`src/rtl/mem_arbiter.sv`:
```
// Purpose : two-master (icache/dcache) arbiter in front of a single-port RAM; dcache has priority, a streak limit prevents icache starvation.
// Latency : grant registered one cycle after the request; wait release is combinational with ram_ready; one DONE turnaround cycle follows.
// Backpressure: the loser's wait stays high; the winner's wait stays high until ram_ready, a timeout (err pulse) or its own abort.
// Ports   : CLK/RST (sync, active-high); iREN/iaddr -> iwait/iload; dREN/dWEN/daddr/dstore -> dwait/dload;
//           ramREN/ramWEN/ramaddr/ramstore -> RAM, ramload/ram_ready <- RAM; err = one-cycle timeout pulse.
module mem_arbiter #(
  parameter int MAX_D_STREAK = 4,
  parameter int TIMEOUT      = 64,
  parameter int AW           = 32,
  parameter int DW           = 32
) (
  input  logic          CLK,
  input  logic          RST,
  input  logic          iREN,
  input  logic [AW-1:0] iaddr,
  output logic          iwait,
  output logic [DW-1:0] iload,
  input  logic          dREN,
  input  logic          dWEN,
  input  logic [AW-1:0] daddr,
  input  logic [DW-1:0] dstore,
  output logic          dwait,
  output logic [DW-1:0] dload,
  output logic          ramREN,
  output logic          ramWEN,
  output logic [AW-1:0] ramaddr,
  output logic [DW-1:0] ramstore,
  input  logic [DW-1:0] ramload,
  input  logic          ram_ready,
  output logic          err
);

  localparam int TW = $clog2(TIMEOUT) + 1;
  localparam int SW = $clog2(MAX_D_STREAK + 1);
  localparam logic [TW-1:0] TIMER_LAST = TW'(TIMEOUT - 1);
  localparam logic [SW-1:0] STREAK_MAX = SW'(MAX_D_STREAK);

  typedef enum logic [1:0] {IDLE, IGRANT, DGRANT, DONE} state_t;

  state_t        state_q, state_d;
  logic [SW-1:0] streak_q, streak_d;
  logic [TW-1:0] timer_q, timer_d;
  logic          ren_q, ren_d;
  logic          wen_q, wen_d;
  logic [AW-1:0] addr_q, addr_d;
  logic [DW-1:0] store_q, store_d;
  logic          err_q, err_d;

  logic d_req;
  logic win_req;

  always_comb begin
    state_d  = state_q;
    streak_d = streak_q;
    timer_d  = timer_q;
    ren_d    = ren_q;
    wen_d    = wen_q;
    addr_d   = addr_q;
    store_d  = store_q;
    err_d    = 1'b0;
    iwait    = 1'b1;
    dwait    = 1'b1;
    iload    = '0;
    dload    = '0;
    d_req    = dREN | dWEN;
    win_req  = 1'b0;

    case (state_q)
      IDLE: begin
        if (d_req && ((streak_q < STREAK_MAX) || !iREN)) begin
          state_d = DGRANT;
          addr_d  = daddr;
          store_d = dstore;
          // A simultaneous read+write request is treated as a write.
          wen_d   = dWEN;
          ren_d   = !dWEN;
          timer_d = '0;
          // Streak only counts dcache wins that made a waiting icache lose.
          if (!iREN)
            streak_d = '0;
          else if (streak_q != STREAK_MAX)
            streak_d = streak_q + 1'b1;
        end else if (iREN) begin
          state_d  = IGRANT;
          addr_d   = iaddr;
          store_d  = dstore;
          ren_d    = 1'b1;
          wen_d    = 1'b0;
          timer_d  = '0;
          streak_d = '0;
        end
      end
      IGRANT, DGRANT: begin
        win_req = (state_q == IGRANT) ? iREN : d_req;
        if (ram_ready) begin
          if (state_q == IGRANT) begin
            iwait = 1'b0;
            iload = ramload;
          end else begin
            dwait = 1'b0;
            dload = wen_q ? '0 : ramload;
          end
          state_d = DONE;
          ren_d   = 1'b0;
          wen_d   = 1'b0;
        end else if (!win_req) begin
          // Winner walked away: abandon silently, no release, streak kept.
          state_d = IDLE;
          ren_d   = 1'b0;
          wen_d   = 1'b0;
        end else if (timer_q == TIMER_LAST) begin
          err_d   = 1'b1;
          state_d = DONE;
          ren_d   = 1'b0;
          wen_d   = 1'b0;
        end else begin
          timer_d = timer_q + 1'b1;
        end
      end
      DONE: begin
        state_d = IDLE;
      end
      default: begin
        state_d = IDLE;
      end
    endcase
  end

  always_ff @(posedge CLK) begin
    if (RST) begin
      state_q  <= IDLE;
      streak_q <= '0;
      timer_q  <= '0;
      ren_q    <= 1'b0;
      wen_q    <= 1'b0;
      addr_q   <= '0;
      store_q  <= '0;
      err_q    <= 1'b0;
    end else begin
      state_q  <= state_d;
      streak_q <= streak_d;
      timer_q  <= timer_d;
      ren_q    <= ren_d;
      wen_q    <= wen_d;
      addr_q   <= addr_d;
      store_q  <= store_d;
      err_q    <= err_d;
    end
  end

  assign ramREN   = ren_q;
  assign ramWEN   = wen_q;
  assign ramaddr  = addr_q;
  assign ramstore = store_q;
  assign err      = err_q;

endmodule

```
`config.mk`:
```
export PLATFORM = sky130hd
export DESIGN_NAME = mem_arbiter
export DESIGN_NICKNAME = d
export VERILOG_FILES = /design/src/rtl/mem_arbiter.sv
export SDC_FILE = /design/constraint.sdc
export NUM_CORES = 1
export LEC_CHECK = 0
export BUFFER_PORTS_ARGS = -buffer_cell sky130_fd_sc_hd__buf_2
export CORE_MARGIN = 5
export CORE_UTILIZATION = 42
export CTS_CLUSTER_DIAMETER = 120
export DETAILED_ROUTE_END_ITERATION = 8
export PLACE_DENSITY = 0.92
export SLEW_MARGIN = 20
export SYNTH_ARGS = -nofsm -noshare
export SYNTH_HDL_FRONTEND = slang
export SYNTH_SLANG_ARGS = --single-unit
```
`constraint.sdc`:
```
create_clock -name CLK -period 2.5 [get_ports CLK]
set_clock_uncertainty 0.05 [all_clocks]
set_input_delay 0.5 -clock CLK [delete_from_list [all_inputs] [get_ports CLK]]
set_output_delay 0.5 -clock CLK [all_outputs]
set_load 0.02 [all_outputs]
```
==> Word-level counts from Yosys, hierarchy flattened <==
Index checks and enable logic that the tools add are counted.
{ "word_totals": {"elab_cells": 83, "reg_bits": 79, "mem_count": 0, "romBits": 0, "latch_bits": 0, "ram_bits": 0, "inputBits": 134} }
{ "op_classes": {"n_div": 0, "order_cmp": 1, "n_eq_ne": 11, "add_sub_neg": 2, "n_mux": 44, "shifts": 0, "n_reduce_logical": 14, "n_bitwise": 3, "mul": 0} }
{ "ops": {"columns": ["operator", "count"], "rows": [
  ["two-way mux 32 bit", 11],
  ["two-way mux 7 bit", 5],
  ["two-way mux 1 bit", 15],
  ["case mux 7 bit (2 select lines)", 1],
  ["two-way mux 3 bit", 4],
  ["two-way mux 2 bit", 5],
  ["adder 7 x 1 -> 7 bit, second input constant", 1],
  ["equality test 7 x 6 -> 1 bit, second input constant", 1],
  ["inequality test 2 bit, second input constant", 3],
  ["inequality test 3 bit, second input constant", 2],
  ["case mux 2 bit (3 select lines)", 1],
  ["AND reduction 3 bit", 2],
  ["AND reduction 5 bit", 1],
  ["equality test 2 bit, second input constant", 2],
  ["inequality test 4 bit, second input constant", 1],
  ["case mux 1 bit (2 select lines)", 2],
  ["AND reduction 2 bit", 2],
  ["nonzero test 2 bit", 2],
  ["OR reduction 4 bit", 1],
  ["adder 3 x 1 -> 3 bit, second input constant", 1],
  ["less-than comparator 3 bit, second input constant", 1],
  ["inequality test 3 x 2 -> 1 bit, second input constant", 1],
  ["equality test 2 x 1 -> 1 bit, second input constant", 1],
  ["logical NOT 1 bit", 2],
  ["other kinds (6)", 7]
]} }

==> Longest topological paths before layout <==
{ "logic_depth": {"word_depth": 5, "ltp_mapped": 7, "ltp_nobuf": 7} }

==> Least setup slack after synthesis <==
No wires, ideal clock.
{ "synth_timing": {"path_type": "register to output", "start": "reg state_q[0]", "end": "out dload[0]", "path_stages_with_launch": 7, "t_required_ns": 1.950, "slack_ns": 0.237, "t_arrival_ns": 1.713, "cell_sequence": "dfxtp_1 > inv_1 > ha_1 > nand3b_1 > nor2_1 > clkbuf_1 > and2_1"} }
{ "synth_between": {"elab_chain_cells": 4, "word_cells_on_any_way": 6} }
{ "synth_lines": {"columns": ["element", "line", "text"], "rows": [
  ["from (decl)", "40", "state_t state_q, state_d;"],
  ["from (signal assigned)", "140", "state_q <= state_d;"],
  ["equality test 2 x 1 -> 1 bit", "68, 96", null],
  ["two-way mux 32 bit", "96", "if (state_q == IGRANT) begin"],
  ["two-way mux 32 bit", "95", "if (ram_ready) begin"],
  ["two-way mux 32 bit (*)", "68", "case (state_q)"],
  ["to (decl)", "23", "output logic [DW-1:0] dload,"]
]} }
Every way passes the cells marked *; elsewhere a longest branch is shown, timed or not.

==> Final worst setup path <==
{ "layout_timing": {"start": "reg state_q[0]", "end": "out dload[2]"} }
The elaborated chain is that of the path after synthesis.

==> results_tabular.tex <==
\begin{tabular}{lr}
\hline
Metric & Value \\
\hline
\multicolumn{2}{l}{\textbf{Clock network}} \\
Clock network latency to the later pin of the worst-skew pair & 0.33 ns \\
Buffers from clock root to sink, at most & 2 \\
CTS tree & built \\
Number of clock buffers inserted by TritonCTS & 9 \\
Clock slew at the register clock pins of the worst setup and hold paths & 0.09 ns \\
H-Tree Level Count & 3 \\
Clock sinks & 79 \\
Clock Tree Root & sky130\_fd\_sc\_hd\_\_clkbuf\_8 \\
Count of hold buffers inserted by post-cts repair & 0 \\
\multicolumn{2}{l}{\textbf{Critical path}} \\
Data arrival, critical path & 1.87 ns \\
Crit Path Class & reg2out \\
Max FO, Critical Path & 16 \\
Sort of element at the start of the critical path & register \\
Cells traversed along the worst timing path & inv\_1 > ha\_4 > nand3b\_1 > nor2\_4 > buf\_6 > and2\_1 > buf\_2 \\
Critical path's slowest cell & sky130\_fd\_sc\_hd\_\_dfxtp\_4 \\
Biggest cell delay along the critical path & 0.38 ns \\
Critical Path End Type & output pin \\
Data required time of the critical path & 1.95 ns \\
\multicolumn{2}{l}{\textbf{Synthesis}} \\
Most numerous cell in the Yosys netlist & sky130\_fd\_sc\_hd\_\_dfxtp\_1 \\
Library cell with the largest summed area after synthesis & sky130\_fd\_sc\_hd\_\_dfxtp\_1 \\
Cell types occupying the most area after synthesis & sky130\_fd\_sc\_hd\_\_dfxtp\_1 41\%, sky130\_fd\_sc\_hd\_\_and2\_1 10\%, sky130\_fd\_sc\_hd\_\_mux2i\_1 8.4\%, sky130\_fd\_sc\_hd\_\_nand2\_1 7.6\%, sky130\_fd\_sc\_hd\_\_a211oi\_1 6.5\% \\
Net Count, Synth & 606 \\
Top FF cell, synth & sky130\_fd\_sc\_hd\_\_dfxtp\_1 \\
Per-instance average area after synthesis & 8.25 um\^{}2 \\
Synthesized instance count & 464 \\
Count of different cell masters after synthesis & 38 \\
Number of storage elements in the synthesis netlist & 79 \\
Part of the Yosys area used for sequential elements & 0.413 \\
Post-synth EDFFs & 0 \\
Post-synthesis instance area & 3830 um\^{}2 \\
Asr flop ratio synth & 0 \\
Number of warnings printed during yosys synthesis & 0 \\
Share of Yosys cell area claimed by the top area cell type & 0.413 \\
Synth cell count leaders & 79 x sky130\_fd\_sc\_hd\_\_dfxtp\_1, 78 x sky130\_fd\_sc\_hd\_\_nand2\_1, 64 x sky130\_fd\_sc\_hd\_\_and2\_1 \\
\multicolumn{2}{l}{\textbf{GRT}} \\
Gr usage total & 0.207 \\
Initial antenna violation count & 0 \\
Global route total overflow & 0 \\
Pin count of the biggest net entering global routing & 100 \\
First-pass GRT wire length & 18900 um \\
Vias in the first global route & 3942 \\
\multicolumn{2}{l}{\textbf{Finish}} \\
Post-route cell area & 5500 um\^{}2 \\
Diodes inserted & 0 \\
Number of filler cells placed in the layout & 804 \\
Area added between synthesis and finish & 43.6\% \\
Fraction of layout cells with a size suffix above 1 & 0.426 \\
Final core occ & 0.624 \\
Final Net Count & 863 \\
\multicolumn{2}{l}{\textbf{Placed design}} \\
Cell Area, Placed & 5270 um\^{}2 \\
Port buffer count & 266 \\
Post-DP HPWL & 9490 um \\
Routability cong. & 0.792 \\
\multicolumn{2}{l}{\textbf{Power and ir drop}} \\
Maximum vdd ir drop & 0.000608 V \\
Reg power frac & 0.319 \\
Power Dens Cells & 1070 nW/um\^{}2 \\
Sw Share & 0.456 \\
Clock share of power & 0.138 \\
Fraction of power consumed by combinational cells & 0.543 \\
Power spent charging and discharging nets & 2.69 mW \\
Internal cell power & 3.21 mW \\
Leak & 2.80 nW \\
\multicolumn{2}{l}{\textbf{Route}} \\
Post-detailed-route via-to-cell ratio & 4.93 \\
Mean routed wirelength per cell & 14.6 um \\
DR iter-0 viols & 132 \\
DRC Markers & 0 \\
ANT nets after route & 0 \\
Total length of routed wires & 12100 um \\
Via count of the routed design & 4113 \\
Iteration count of the initial detailed-routing pass & 4 \\
\multicolumn{2}{l}{\textbf{Flow run}} \\
Max-cap violations & 0 \\
\multicolumn{2}{l}{\textbf{Floorplan}} \\
Total I/O pin count & 267 \\
Die area & 11100 um\^{}2 \\
Die width & 105 um \\
Core Area & 8810 um\^{}2 \\
Initial cell density of the core & 0.435 \\
Floorplan row count & 34 \\
Vert. Die Dim & 105 um \\
\multicolumn{2}{l}{\textbf{Timing}} \\
Worst-Margin Slew & 0.799 ns \\
Worst rel slew slack & 0.467 \\
Total count of max-transition violations in the final report & 0 \\
Final critical path time including I/O delays and setup & 2.42 ns \\
Part of the cycle the worst path needs & 0.968 \\
Maximum clock frequency & 413 MHz \\
Total count of hold-check failures in the final report & 0 \\
Count of final setup violators & 0 \\
\multicolumn{2}{l}{\textbf{Worst hold path}} \\
Class of the most critical hold timing path & in2reg \\
\multicolumn{2}{l}{\textbf{Run status}} \\
Result of the run & complete, no violations \\
\hline
\end{tabular}
==> final timing paths <==
kind	from	end	slack, ns	cells past startpoint
max	state_q[0]	dload[2]	0.08	7
max reg2reg	state_q[0]	ramREN	0.42	7
min	dstore[22]	ramstore[22]	0.34	3
min reg2reg	timer_q[6]	timer_q[6]	0.38	2
==> worst max-delay path: cells and delay by family (launching register included) <==
kind,cells,cell delay (ns)
AND/OR/NAND/NOR,3,0.48
buffers and inverters,3,0.41
flip-flops,1,0.38
adder cells (fa/ha/maj),1,0.28
==> per-layer routing <==
layer | track usage | part of all wire | vias to the layer above
met5 | 0 | 0 | -
met4 | 0.0769 | 0.026 | 0
met3 | 0.0660 | 0.091 | 22
met2 | 0.393 | 0.53 | 189
met1 | 0.210 | 0.35 | 1812
li1 | - | - | 2090
==> cell families (layout without fill, tap and decap cells) <==
| logic type | count (synthesis) | after routing | synth area share |
|---|---|---|---|
| AO/OA/AOI/OAI | 93 | 93 | 0.156 |
| adder cells (fa/ha/maj) | 8 | 8 | 0.0261 |
| buffers and inverters | 40 | 302 | 0.0431 |
| flip-flops | 79 | 79 | 0.413 |
| multiplexers | 33 | 33 | 0.0866 |
| AND/OR/NAND/NOR | 211 | 211 | 0.275 |
==> cell type report <==
cell class | count | area (um^2) | share of cell area
multi-input cells | 345 | 2130 | 0.387
flip-flops and latches | 79 | 1590 | 0.289
repair buffers | 278 | 1450 | 0.264
well taps | 108 | 135 | 0.0246
clock buffers | 11 | 131 | 0.0239
clock inverters | 5 | 35.0 | 0.00637
inverters | 8 | 30.0 | 0.00546
==> layout by cell type (no fill, tap or decap), drive strengths merged, types with 3 or more instances in the layout <==
master,synthesis,routed
a211oi,33,33
a21oi,43,43
and2,64,64
buf,7,278
clkbuf,25,11
clkinv,0,4
dfxtp,79,79
ha,8,8
inv,8,8
mux2i,32,32
nand2,79,79
nand2b,3,3
nand3,6,6
nor2,37,37
nor2b,3,3
nor3,6,6
nor4b,3,3
o21ai,8,8
or3,4,4
==> power groups by stage <==
stage          clock, mW  sequential (mW)  combinational (mW)
3_5_place_dp           0             1.90                3.12
2_1_floorplan          0             2.36                1.63
6_report           0.811             1.88                3.20
3_3_place_gp           0             1.88                3.07
5_1_grt            0.892             1.94                3.51
4_1_cts            0.841             1.88                3.15
==> metrics by stage <==
stage	std cells	TNS [ns]	hold slack [ns]	worst slack (ns)	total power [mW]
CTS	833	0	0.319	0.0133	5.87
global route	834	-0.0531	0.317	-0.0145	6.34
floorplan	464	0	0.357	0.237	3.99
global placement	816	0	0.369	0.403	4.95
finish	834	0	0.339	0.0799	5.89
detailed placement	816	0	0.378	0.329	5.01
==> sequential cells by signal, summed over array words and instances, names as in the netlist <==
name and count:
ramaddr 32, ramWEN 1, state_q 2, ramstore 32, err 1, ramREN 1, timer_q 7, streak_q 3
==> timing repair <==
action / in CTS / in global routing
pin swaps: 0 / 1
cloned: 1 / 0
gates resized for setup: 4 / 11
setup endpoints to repair: 13 / 64
setup buffers: 0 / 1
Note: power is estimated with default switching activity, not from simulation.
